<file path="src/rtl/controlador_display_pkg.sv">
// ---------------------------------------------------------------------------
// controlador_display_pkg
// Shared definitions for the display sequencer: FSM state encodings, the
// mux select values understood by the display manager, and a helper that
// maps a state to the view it shows.
// ---------------------------------------------------------------------------
package controlador_display_pkg;

  // State encodings are visible on the debug port, so their values are fixed.
  typedef enum logic [2:0] {
    DESLIGADO   = 3'd0,
    ALT_ANDAR   = 3'd1,
    ALT_PESSOAS = 3'd2,
    EVT_ANDAR   = 3'd3,
    EVT_PESSOAS = 3'd4,
    ALERTA      = 3'd5
  } estado_t;

  localparam logic SEL_ANDAR   = 1'b0;
  localparam logic SEL_PESSOAS = 1'b1;

  // The alarm blinks the occupancy view, so ALERTA selects occupancy too.
  function automatic logic selecaoVista(input estado_t estado);
    case (estado)
      ALT_PESSOAS, EVT_PESSOAS, ALERTA: selecaoVista = SEL_PESSOAS;
      default:                          selecaoVista = SEL_ANDAR;
    endcase
  endfunction

endpackage

</file>
<file path="src/rtl/controlador_display_temporizador.sv">
// ---------------------------------------------------------------------------
// temporizador
// Clearable up-counter that flags the last cycle of a programmable interval.
// The owner clears it on expiry or whenever the interval must restart, so the
// count never runs past limite-1 and never wraps.
//
// Ports:
//   i_clock    system clock, rising edge
//   i_reset_n  asynchronous active-low reset
//   i_limpar   synchronous clear; count is 0 in the cycle after it is sampled
//   i_limite   interval length in cycles (>= 1)
//   o_expira   high while the count equals i_limite-1
// ---------------------------------------------------------------------------
module temporizador #(
  parameter int LARGURA_CONT = 27
) (
  input  logic                    i_clock,
  input  logic                    i_reset_n,
  input  logic                    i_limpar,
  input  logic [LARGURA_CONT-1:0] i_limite,
  output logic                    o_expira
);

  logic [LARGURA_CONT-1:0] r_contagem;

  // Counts cycles since the last clear; a clear always wins over the increment.
  always_ff @(posedge i_clock or negedge i_reset_n) begin
    if (!i_reset_n) begin
      r_contagem <= '0;
    end else if (i_limpar) begin
      r_contagem <= '0;
    end else begin
      r_contagem <= r_contagem + LARGURA_CONT'(1);
    end
  end

  assign o_expira = (r_contagem == (i_limite - LARGURA_CONT'(1)));

endmodule

</file>
<file path="src/rtl/controlador_display.sv">
// ---------------------------------------------------------------------------
// controlador_display
// Sequencer for the 7-segment display path. Alternates between floor and
// occupancy views at a fixed dwell, gives a longer hold to whichever value
// just changed, blinks the occupancy view while overload is active and
// blanks the display when disabled.
//
// Ports:
//   i_clock         system clock, rising edge
//   i_reset_n       asynchronous active-low reset
//   i_habilitar     display enable; 0 blanks the display
//   i_andar         current floor code
//   i_pessoas       occupancy code {A,B}
//   i_sobrecarga    overload alarm level
//   o_controle_mux  0 = floor view, 1 = occupancy view (registered)
//   o_apagar        1 = all segments off (registered)
//   o_estado        current FSM state encoding, for debug
// ---------------------------------------------------------------------------
module controlador_display
  import controlador_display_pkg::*;
#(
  parameter int CICLOS_TROCA  = 50_000_000,
  parameter int CICLOS_EVENTO = 100_000_000,
  parameter int CICLOS_PISCA  = 12_500_000,
  parameter int LARGURA_CONT  = 27
) (
  input  logic       i_clock,
  input  logic       i_reset_n,
  input  logic       i_habilitar,
  input  logic [1:0] i_andar,
  input  logic [1:0] i_pessoas,
  input  logic       i_sobrecarga,
  output logic       o_controle_mux,
  output logic       o_apagar,
  output logic [2:0] o_estado
);

  localparam logic [LARGURA_CONT-1:0] LIM_TROCA  = LARGURA_CONT'(CICLOS_TROCA);
  localparam logic [LARGURA_CONT-1:0] LIM_EVENTO = LARGURA_CONT'(CICLOS_EVENTO);
  localparam logic [LARGURA_CONT-1:0] LIM_PISCA  = LARGURA_CONT'(CICLOS_PISCA);

  estado_t r_estado;
  estado_t w_proxEstado;
  logic    r_controle_mux;
  logic    r_apagar;
  logic [1:0] r_andarAnt;
  logic [1:0] r_pessoasAnt;

  logic w_mudAndar;
  logic w_mudPessoas;
  logic w_reiniciaEvento;
  logic w_limparEstado;
  logic w_limparPisca;
  logic w_expiraEstado;
  logic w_expiraPisca;
  logic [LARGURA_CONT-1:0] w_limiteEstado;

  // Changes are compared against last cycle's value and are never latched.
  assign w_mudAndar   = (i_andar   != r_andarAnt);
  assign w_mudPessoas = (i_pessoas != r_pessoasAnt);

  // Event-hold states use the longer interval; other states use the dwell.
  assign w_limiteEstado = ((r_estado == EVT_ANDAR) || (r_estado == EVT_PESSOAS))
                          ? LIM_EVENTO : LIM_TROCA;

  // Next-state selection in priority order: disable, alarm, floor change,
  // occupancy change, timer expiry. Leaving DESLIGADO always lands in
  // ALT_ANDAR so re-enable starts from a known view; leaving ALERTA does the
  // same and ignores any change seen while the alarm was up.
  always_comb begin
    w_proxEstado     = r_estado;
    w_reiniciaEvento = 1'b0;
    if (!i_habilitar) begin
      w_proxEstado = DESLIGADO;
    end else if (r_estado == DESLIGADO) begin
      w_proxEstado = ALT_ANDAR;
    end else if (i_sobrecarga) begin
      w_proxEstado = ALERTA;
    end else if (r_estado == ALERTA) begin
      w_proxEstado = ALT_ANDAR;
    end else if (w_mudAndar) begin
      w_proxEstado     = EVT_ANDAR;
      w_reiniciaEvento = 1'b1;
    end else if (w_mudPessoas && (r_estado != EVT_ANDAR)) begin
      w_proxEstado     = EVT_PESSOAS;
      w_reiniciaEvento = 1'b1;
    end else if (w_expiraEstado) begin
      case (r_estado)
        ALT_ANDAR:   w_proxEstado = ALT_PESSOAS;
        ALT_PESSOAS: w_proxEstado = ALT_ANDAR;
        EVT_ANDAR:   w_proxEstado = ALT_PESSOAS;
        EVT_PESSOAS: w_proxEstado = ALT_ANDAR;
        default:     w_proxEstado = r_estado;
      endcase
    end
  end

  // The state timer restarts on every entry and event restart, and is held
  // at zero in the states that do not use it so it can never overflow.
  assign w_limparEstado = (w_proxEstado != r_estado) || w_reiniciaEvento ||
                          (w_proxEstado == DESLIGADO) || (w_proxEstado == ALERTA);

  // The blink timer only runs while staying in ALERTA; each expiry starts
  // the next half-period.
  assign w_limparPisca = (r_estado != ALERTA) || (w_proxEstado != ALERTA) ||
                         w_expiraPisca;

  temporizador #(
    .LARGURA_CONT (LARGURA_CONT)
  ) u_timerEstado (
    .i_clock   (i_clock),
    .i_reset_n (i_reset_n),
    .i_limpar  (w_limparEstado),
    .i_limite  (w_limiteEstado),
    .o_expira  (w_expiraEstado)
  );

  temporizador #(
    .LARGURA_CONT (LARGURA_CONT)
  ) u_timerPisca (
    .i_clock   (i_clock),
    .i_reset_n (i_reset_n),
    .i_limpar  (w_limparPisca),
    .i_limite  (LIM_PISCA),
    .o_expira  (w_expiraPisca)
  );

  // State, history and outputs are all registered from the next state so
  // the outputs always match the state they belong to. Blanking starts low
  // on ALERTA entry and toggles at each blink expiry while the alarm holds.
  always_ff @(posedge i_clock or negedge i_reset_n) begin
    if (!i_reset_n) begin
      r_estado       <= DESLIGADO;
      r_controle_mux <= SEL_ANDAR;
      r_apagar       <= 1'b1;
      r_andarAnt     <= 2'b00;
      r_pessoasAnt   <= 2'b00;
    end else begin
      r_estado       <= w_proxEstado;
      r_controle_mux <= selecaoVista(w_proxEstado);
      r_andarAnt     <= i_andar;
      r_pessoasAnt   <= i_pessoas;
      case (w_proxEstado)
        DESLIGADO: r_apagar <= 1'b1;
        ALERTA:    r_apagar <= (r_estado == ALERTA) ? (r_apagar ^ w_expiraPisca) : 1'b0;
        default:   r_apagar <= 1'b0;
      endcase
    end
  end

  assign o_controle_mux = r_controle_mux;
  assign o_apagar       = r_apagar;
  assign o_estado       = r_estado;

endmodule

</file>
<file path="config.mk">
export PLATFORM = sky130hd
export DESIGN_NAME = controlador_display
export DESIGN_NICKNAME = d
export VERILOG_FILES = /design/src/rtl/controlador_display_pkg.sv /design/src/rtl/controlador_display_temporizador.sv /design/src/rtl/controlador_display.sv
export SDC_FILE = /design/constraint.sdc
export NUM_CORES = 1
export LEC_CHECK = 0
export ABC_AREA = 1
export CAP_MARGIN = 20
export CORE_MARGIN = 5
export CORE_UTILIZATION = 60
export CTS_CLUSTER_SIZE = 30
export DETAILED_ROUTE_END_ITERATION = 7
export GPL_TIMING_DRIVEN = 0
export PLACE_DENSITY = 0.86
export SKIP_CTS_REPAIR_TIMING = 1
export SYNTH_ARGS = -nofsm -noshare
export SYNTH_HDL_FRONTEND = slang
export SYNTH_SLANG_ARGS = --single-unit
</file>
<file path="constraint.sdc">
create_clock -name i_clock -period 2.8 [get_ports i_clock]
set_clock_uncertainty 0.05 [all_clocks]
set_input_delay 0.84 -clock i_clock [delete_from_list [all_inputs] [get_ports i_clock]]
set_output_delay 0.84 -clock i_clock [all_outputs]
set_load 0.05 [all_outputs]
</file>
==> flow_summary_export.csv, run 1 <==
group,metric,value,unit
run_status,status,"completed",
synth,netlist_area,3600,sq um
timing,period_needed,2.57,ns
synth,postSynthAreaPerCell,8.48,sq um
floorplan,rows,28,
routing,wl_per_cell,13.0,um
floorplan,die_x,87.4,um
clock_network,clkLatencyLatePin,0.34,ns
routing,firstDrtPassIters,4,
layout,drive_gt1_frac,0.159,
timing,fin_setup_tns,0,ns
floorplan,dieHeight,87.4,um
clock_network,clk_pin_slew_worst_paths,0.07,ns
worst_setup_path,crit_family,"buffers and inverters",
place,portBuffers,12,
place,postPlaceCellArea,3850,sq um
place,routabilityCongestion,0.839,
routing,ant_nets,0,
routing,drc,0,
floorplan,floorplan.core_area,5890,sq um
global_route,grt_pass1_vias,2877,
timing,finalHoldViolations,0,
pwr,p_leak,1.60,nW
layout,final_common_cell,"nand2_1",
synth,synth_top_area_frac,0.431,
layout,final_util,0.685,
clock_network,clock-sinks,63,
timing,min_period_over_period,0.917,
global_route,grt_pass1_wl,12600,um
synth,synth-seq-cells,63,
clock_network,cts_tree,"done",
worst_setup_path,path_class,"reg2out",
layout,antenna_cells,0,
floorplan,die_area,7640,sq um
timing,slew_viol_final,0,
timing,max_freq,389,MHz
worst_setup_path,end_kind,"output port",
worst_setup_path,cp.arrival,1.68,ns
worst_setup_path,start_kind,"register",
routing,routed_wl,6890,um
worst_setup_path,worst-path-max-fanout,7,
synth,ys_seq_area_frac,0.439,
place,dp_hpwl,5110,um
timing,rsz0062_at_grt,"no",
clock_network,clockBufferDepth,2,
layout,area_growth,12.0,%
global_route,grt_start_max_net_pins,25,
routing,routed_via_density,5.42,
pwr,p_total,0.00186,W
worst_setup_path,critical-path-slowest-cell,"clkdlybuf4s50_1",
floorplan,initial_core_util,0.611,
pwr,power_density,461,nW/um^2
pwr,vdd_drop_max,298,uV
worst_setup_path,required,1.91,ns
layout,nets,459,
worst_setup_path,max_stage_delay,0.86,ns
synth,ys_top_cells_by_area,"dfrtp_1, nand2_1, xor2_1",
synth,yosysUniqueCellTypes,34,
timing,slew_headroom,0.667,
routing,drt_iter0_markers,184,
synth,synth_warnings,0,
timing,worst_pin_slew,0.498,ns
global_route,antenna_found_initial,0,
routing,vias,2868,
clock_network,ctsRootBufferMaster,"clkbuf_8",
layout,design_area,4030,sq um
layout,most-common-layout-cells,"nand2_1, dfrtp_1, nor2_1, inv_1, xor2_1",
hold_path,hold_path.class,"in2async",
synth,syn-num-nets,434,
clock_network,cts.htree.levels,3,
synth,postSynthCellCount,424,
global_route,track_usage,0.207,
run,maxCapViolations,0,
worst_setup_path,path_buf_inv,1,
global_route,grt_overflow_total,0,
floorplan,ioPinCount,13,
timing,setup_viol,0,
clock_network,cts-buffers-inserted,9,
worst_setup_path,path_cells,"clkdlybuf4s50_1",
synth,yosysTopAreaCell,"dfrtp_1",
==> cell usage after synthesis <==
library cell,count
inv_2,4
o21bai_1,1
nor3_1,22
a21o_1,1
nand2_1,83
nor2_2,3
or2_2,2
nor3_2,25
o21ai_0,5
nand2_2,4
xor2_1,32
nor2_1,57
nand3_4,1
nor2_4,2
nand4_4,2
a21oi_1,3
and3_1,1
buf_2,1
nand3_2,2
buf_1,1
buf_6,5
nor4_1,5
a211o_1,1
inv_1,44
dfrtp_1,62
xnor2_1,9
dfstp_2,1
o21ai_1,1
nand3_1,23
or2_1,1
buf_4,2
ha_1,2
o21ai_2,1
nand4_1,15
==> final cells by class <==
type | count | area [sq um]
multi-input combinational | 304 | 1760
buffer | 9 | 80.1
timing repair buffer | 14 | 163
fill | 430 | 1860
inverter | 48 | 180
sequential | 63 | 1580
clock inverter | 3 | 17.5
clock buffer | 13 | 159
tap | 75 | 93.8
==> registers in the layout (all words and copies together) (netlist names) <==
name	cells
o_controle_mux	1
o_estado	3
u_timerPisca.r_contagem	27
r_andarAnt	2
u_timerEstado.r_contagem	27
r_pessoasAnt	2
o_apagar	1
==> logic make-up (layout without fill, tap and decap cells) <==
group,count (synthesis),after routing,share of synthesized area
compound gates,13,13,0.0216
xor+xnor,41,41,0.0998
fa+ha+maj,2,2,0.00696
buf+inv,57,87,0.0723
flops,63,63,0.439
simple gates,248,248,0.361
==> final timing paths <==
path | startpoint | endpoint | slack (ns) | cells after the start
max | o_estado[2]$_DFF_PN0_ | o_estado[2] | 0.23 | 1
min | i_reset_n | u_timerPisca.r_contagem[9]$_DFF_PN0_ | 0.39 | 1
max reg2reg | u_timerEstado.r_contagem[0]$_DFF_PN0_ | u_timerEstado.r_contagem[26]$_DFF_PN0_ | 0.30 | 10
min reg2reg | u_timerPisca.r_contagem[0]$_DFF_PN0_ | u_timerPisca.r_contagem[0]$_DFF_PN0_ | 0.44 | 1
max in group asynchronous | i_reset_n | u_timerEstado.r_contagem[5]$_DFF_PN0_ | 1.64 | 3
min in group i_clock | u_timerPisca.r_contagem[0]$_DFF_PN0_ | u_timerPisca.r_contagem[0]$_DFF_PN0_ | 0.44 | 1
==> per-layer routing <==
| metal | part of all wire | GRT usage |
|---|---|---|
| met5 | 0 | 0 |
| met4 | 0.014 | 0.0628 |
| met3 | 0.043 | 0.0568 |
| met2 | 0.49 | 0.345 |
| met1 | 0.45 | 0.263 |
==> through the flow <==
stage	hold slack [ns]	setup WS [ns]	std cells
after global routing	0.410	0.0578	529
after detailed placement	0.425	-0.151	513
after global placement	0.419	-1.14	511
after floorplan	0.399	0.473	424
final	0.394	0.231	529
after CTS	0.395	0.178	529
==> report_power, final <==
part / total, W / internal, W / leakage, nW / switching [W]
Sequential: 0.000928 / 0.000921 / 0.863 / 0.00000781
Combinational: 0.000214 / 0.0000692 / 0.648 / 0.000145
Clock: 0.000715 / 0.000368 / 0.0894 / 0.000347
Total: 0.00186 / 0.00136 / 1.60 / 0.000499
(Power assumes the default switching activity.)
==> run 2, diff against run 1 <==
PLACE_DENSITY = 0.85   (was 0.86)
SYNTH_HIERARCHICAL = 1   (was unset)
==> run 2 against run 1 <==
The flow now finishes with violations (setup timing). Synthesized area up 61%. Worst setup slack worse by 1.2 ns. Flip-flop and latch count unchanged. Maximum frequency is 32% lower. Via count up 110%. Core utilization up 9.3 points. Global-route usage rose by 3.3 points. Non-clock buffer count is 19 higher. Cell area rose by 80%. Final cell count is 130% higher. Die area increased by 53%.
==> flow_summary_export.csv, run 2 <==
group,metric,value,unit
worst_setup_path,start_kind,"register",
pwr,p_leak,3.46,nW
routing,routed_via_density,4.91,
synth,ys_top_cells_by_area,"dfrtp_1, nand2_1, nor2_1",
synth,postSynthCellCount,899,
layout,area_growth,25.3,%
synth,yosys_most_used_dff,"dfrtp_1",
worst_setup_path,path_common_cell,"nand2_1",
timing,finalWorstSetupSlack,-0.952,ns
floorplan,die_x,108,um
place,portBuffers,12,
floorplan,dieHeight,108,um
floorplan,floorplan.core_area,9330,sq um
run,maxCapViolations,0,
pwr,power_density,315,nW/um^2
synth,yosysTopAreaCell,"dfrtp_1",
worst_setup_path,crit_family,"simple AND/OR/NAND/NOR gates",
synth,synth_edf_count,0,
timing,period_needed,3.75,ns
routing,vias,5953,
synth,synth_warnings,6,
synth,yosysUniqueCellTypes,40,
worst_setup_path,worst-path-max-fanout,8,
global_route,grt_pass1_wl,22800,um
routing,ant_nets,0,
clock_network,cts-buffers-inserted,9,
pwr,vdd_drop_max,252,uV
synth,synth_top_area_frac,0.268,
global_route,track_usage,0.240,
global_route,grt_overflow_total,0,
timing,worst_pin_slew,0.804,ns
routing,firstDrtPassIters,5,
hold_path,hold_path.class,"reg2reg",
pwr,p_total,0.00228,W
global_route,grt_start_max_net_pins,64,
floorplan,initial_core_util,0.620,
synth,netlist_area,5790,sq um
synth,synth-seq-cells,63,
layout,drive_gt1_frac,0.154,
synth,postSynthAreaPerCell,6.44,sq um
place,dp_hpwl,10200,um
layout,most-common-layout-cells,"nand2_1, conb_1, nor2_1, inv_1, dfrtp_1",
clock_network,clk_pin_slew_worst_paths,0.07,ns
layout,nets,1091,
global_route,antenna_found_initial,0,
layout,fillers,699,
worst_setup_path,required,2.98,ns
timing,finalHoldViolations,0,
worst_setup_path,path_class,"reg2reg",
floorplan,die_area,11700,sq um
worst_setup_path,end_kind,"register",
run_status,status,"finished, violations left",
worst_setup_path,path_buf_inv,6,
run_status,failed_checks,"setup timing",
layout,final_common_cell,"nand2_1",
global_route,grt_pass1_vias,5118,
routing,drc,0,
floorplan,ioPinCount,13,
routing,drt_iter0_markers,427,
timing,slew_viol_final,0,
worst_setup_path,critical-path-slowest-cell,"dfrtp_2",
timing,min_period_over_period,1.34,
timing,max_freq,267,MHz
timing,rsz0062_at_grt,"yes",
synth,yosysMostFrequentCell,"nand2_1",
place,routabilityCongestion,0.948,
place,dp_cells,1176,
timing,hold_ws,0.467,ns
clock_network,ctsRootBufferMaster,"clkbuf_8",
synth,synthArstFlopShare,1.00,
clock_network,clkLatencyLatePin,0.34,ns
timing,setup_viol,59,
timing,slew_headroom,0.464,
worst_setup_path,max_stage_delay,0.48,ns
synth,ys_seq_area_frac,0.273,
clock_network,clockBufferDepth,2,
clock_network,clock-sinks,63,
floorplan,rows,35,
synth,yosys-top-cells-count,"nand2_1, nor2_1, inv_1",
layout,final_cells,1213,
layout,antenna_cells,0,
routing,wl_per_cell,11.8,um
routing,routed_wl,14300,um
clock_network,cts.htree.levels,3,
clock_network,cts_tree,"done",
worst_setup_path,cp.arrival,3.93,ns
## run 2: area by class of cell
| cell class | count | area, sq um | share of cell area |
|---|---|---|---|
| multi-input combinational | 849 | 4440 | 0.612 |
| clock inverter | 3 | 65.1 | 0.00897 |
| tap | 129 | 161 | 0.0223 |
| inverter | 114 | 439 | 0.0606 |
| buffer | 9 | 93.8 | 0.0129 |
| clock buffer | 13 | 159 | 0.0219 |
| timing repair buffer | 33 | 313 | 0.0431 |
| sequential | 63 | 1580 | 0.218 |
## run 2: routing by layer
metal	vias up	part of all wire	wire [um]	global-route usage
met5	-	0	0	0
met4	0	0.023	329	0.0622
met3	38	0.065	933	0.0340
met2	195	0.47	6730	0.399
met1	2667	0.44	6310	0.329
li1	3053	-	-	-
## run 2: final timing paths
kind	start	end	slack, ns	depth (start not counted)
setup / recovery	o_estado[2]$_DFF_PN0_	u_timerEstado/r_contagem[12]$_DFF_PN0_	-0.95	31
hold / removal	u_timerPisca/r_contagem[0]$_DFF_PN0_	u_timerPisca/r_contagem[0]$_DFF_PN0_	0.47	1
setup reg to reg	o_estado[2]$_DFF_PN0_	u_timerEstado/r_contagem[12]$_DFF_PN0_	-0.95	31
hold reg to reg	u_timerPisca/r_contagem[0]$_DFF_PN0_	u_timerPisca/r_contagem[0]$_DFF_PN0_	0.47	1
max in group asynchronous	i_reset_n	o_estado[2]$_DFF_PN0_	1.62	1
min in group asynchronous	i_reset_n	u_timerPisca/r_contagem[26]$_DFF_PN0_	0.53	1
## run 2: per-stage QoR
| step | cell area, sq um | setup TNS (ns) | utilization | worst slack [ns] |
|---|---|---|---|---|
| detailed placement | 6650 | -59.07 | 0.713 | -1.27 |
| CTS | 6870 | -61.10 | 0.737 | -1.33 |
| global route | 7250 | -57.65 | 0.777 | -1.25 |
| floorplan | 6370 | -26.10 | - | -0.630 |
| global placement | 6650 | -134.38 | 0.713 | -1.45 |
| finish | 7250 | -42.28 | 0.777 | -0.952 |
## run 2: kinds of logic (layout without fill, tap and decap cells)
group / count (synthesis) / count (layout) / share of synthesized area
AO/OA/AOI/OAI: 78 / 78 / 0.0772
XOR/XNOR: 67 / 67 / 0.101
adder cells (fa/ha/maj): 4 / 4 / 0.00865
buffers and inverters: 123 / 172 / 0.0845
flip-flops: 63 / 63 / 0.273
other: 2 / 138 / 0.00130
AND/OR/NAND/NOR: 562 / 562 / 0.454
## run 2: power breakdown
part           internal [W]  total [W]  switching [W]
registers          0.000921   0.000933      0.0000124
logic              0.000164   0.000439       0.000274
clock network      0.000550   0.000910       0.000360
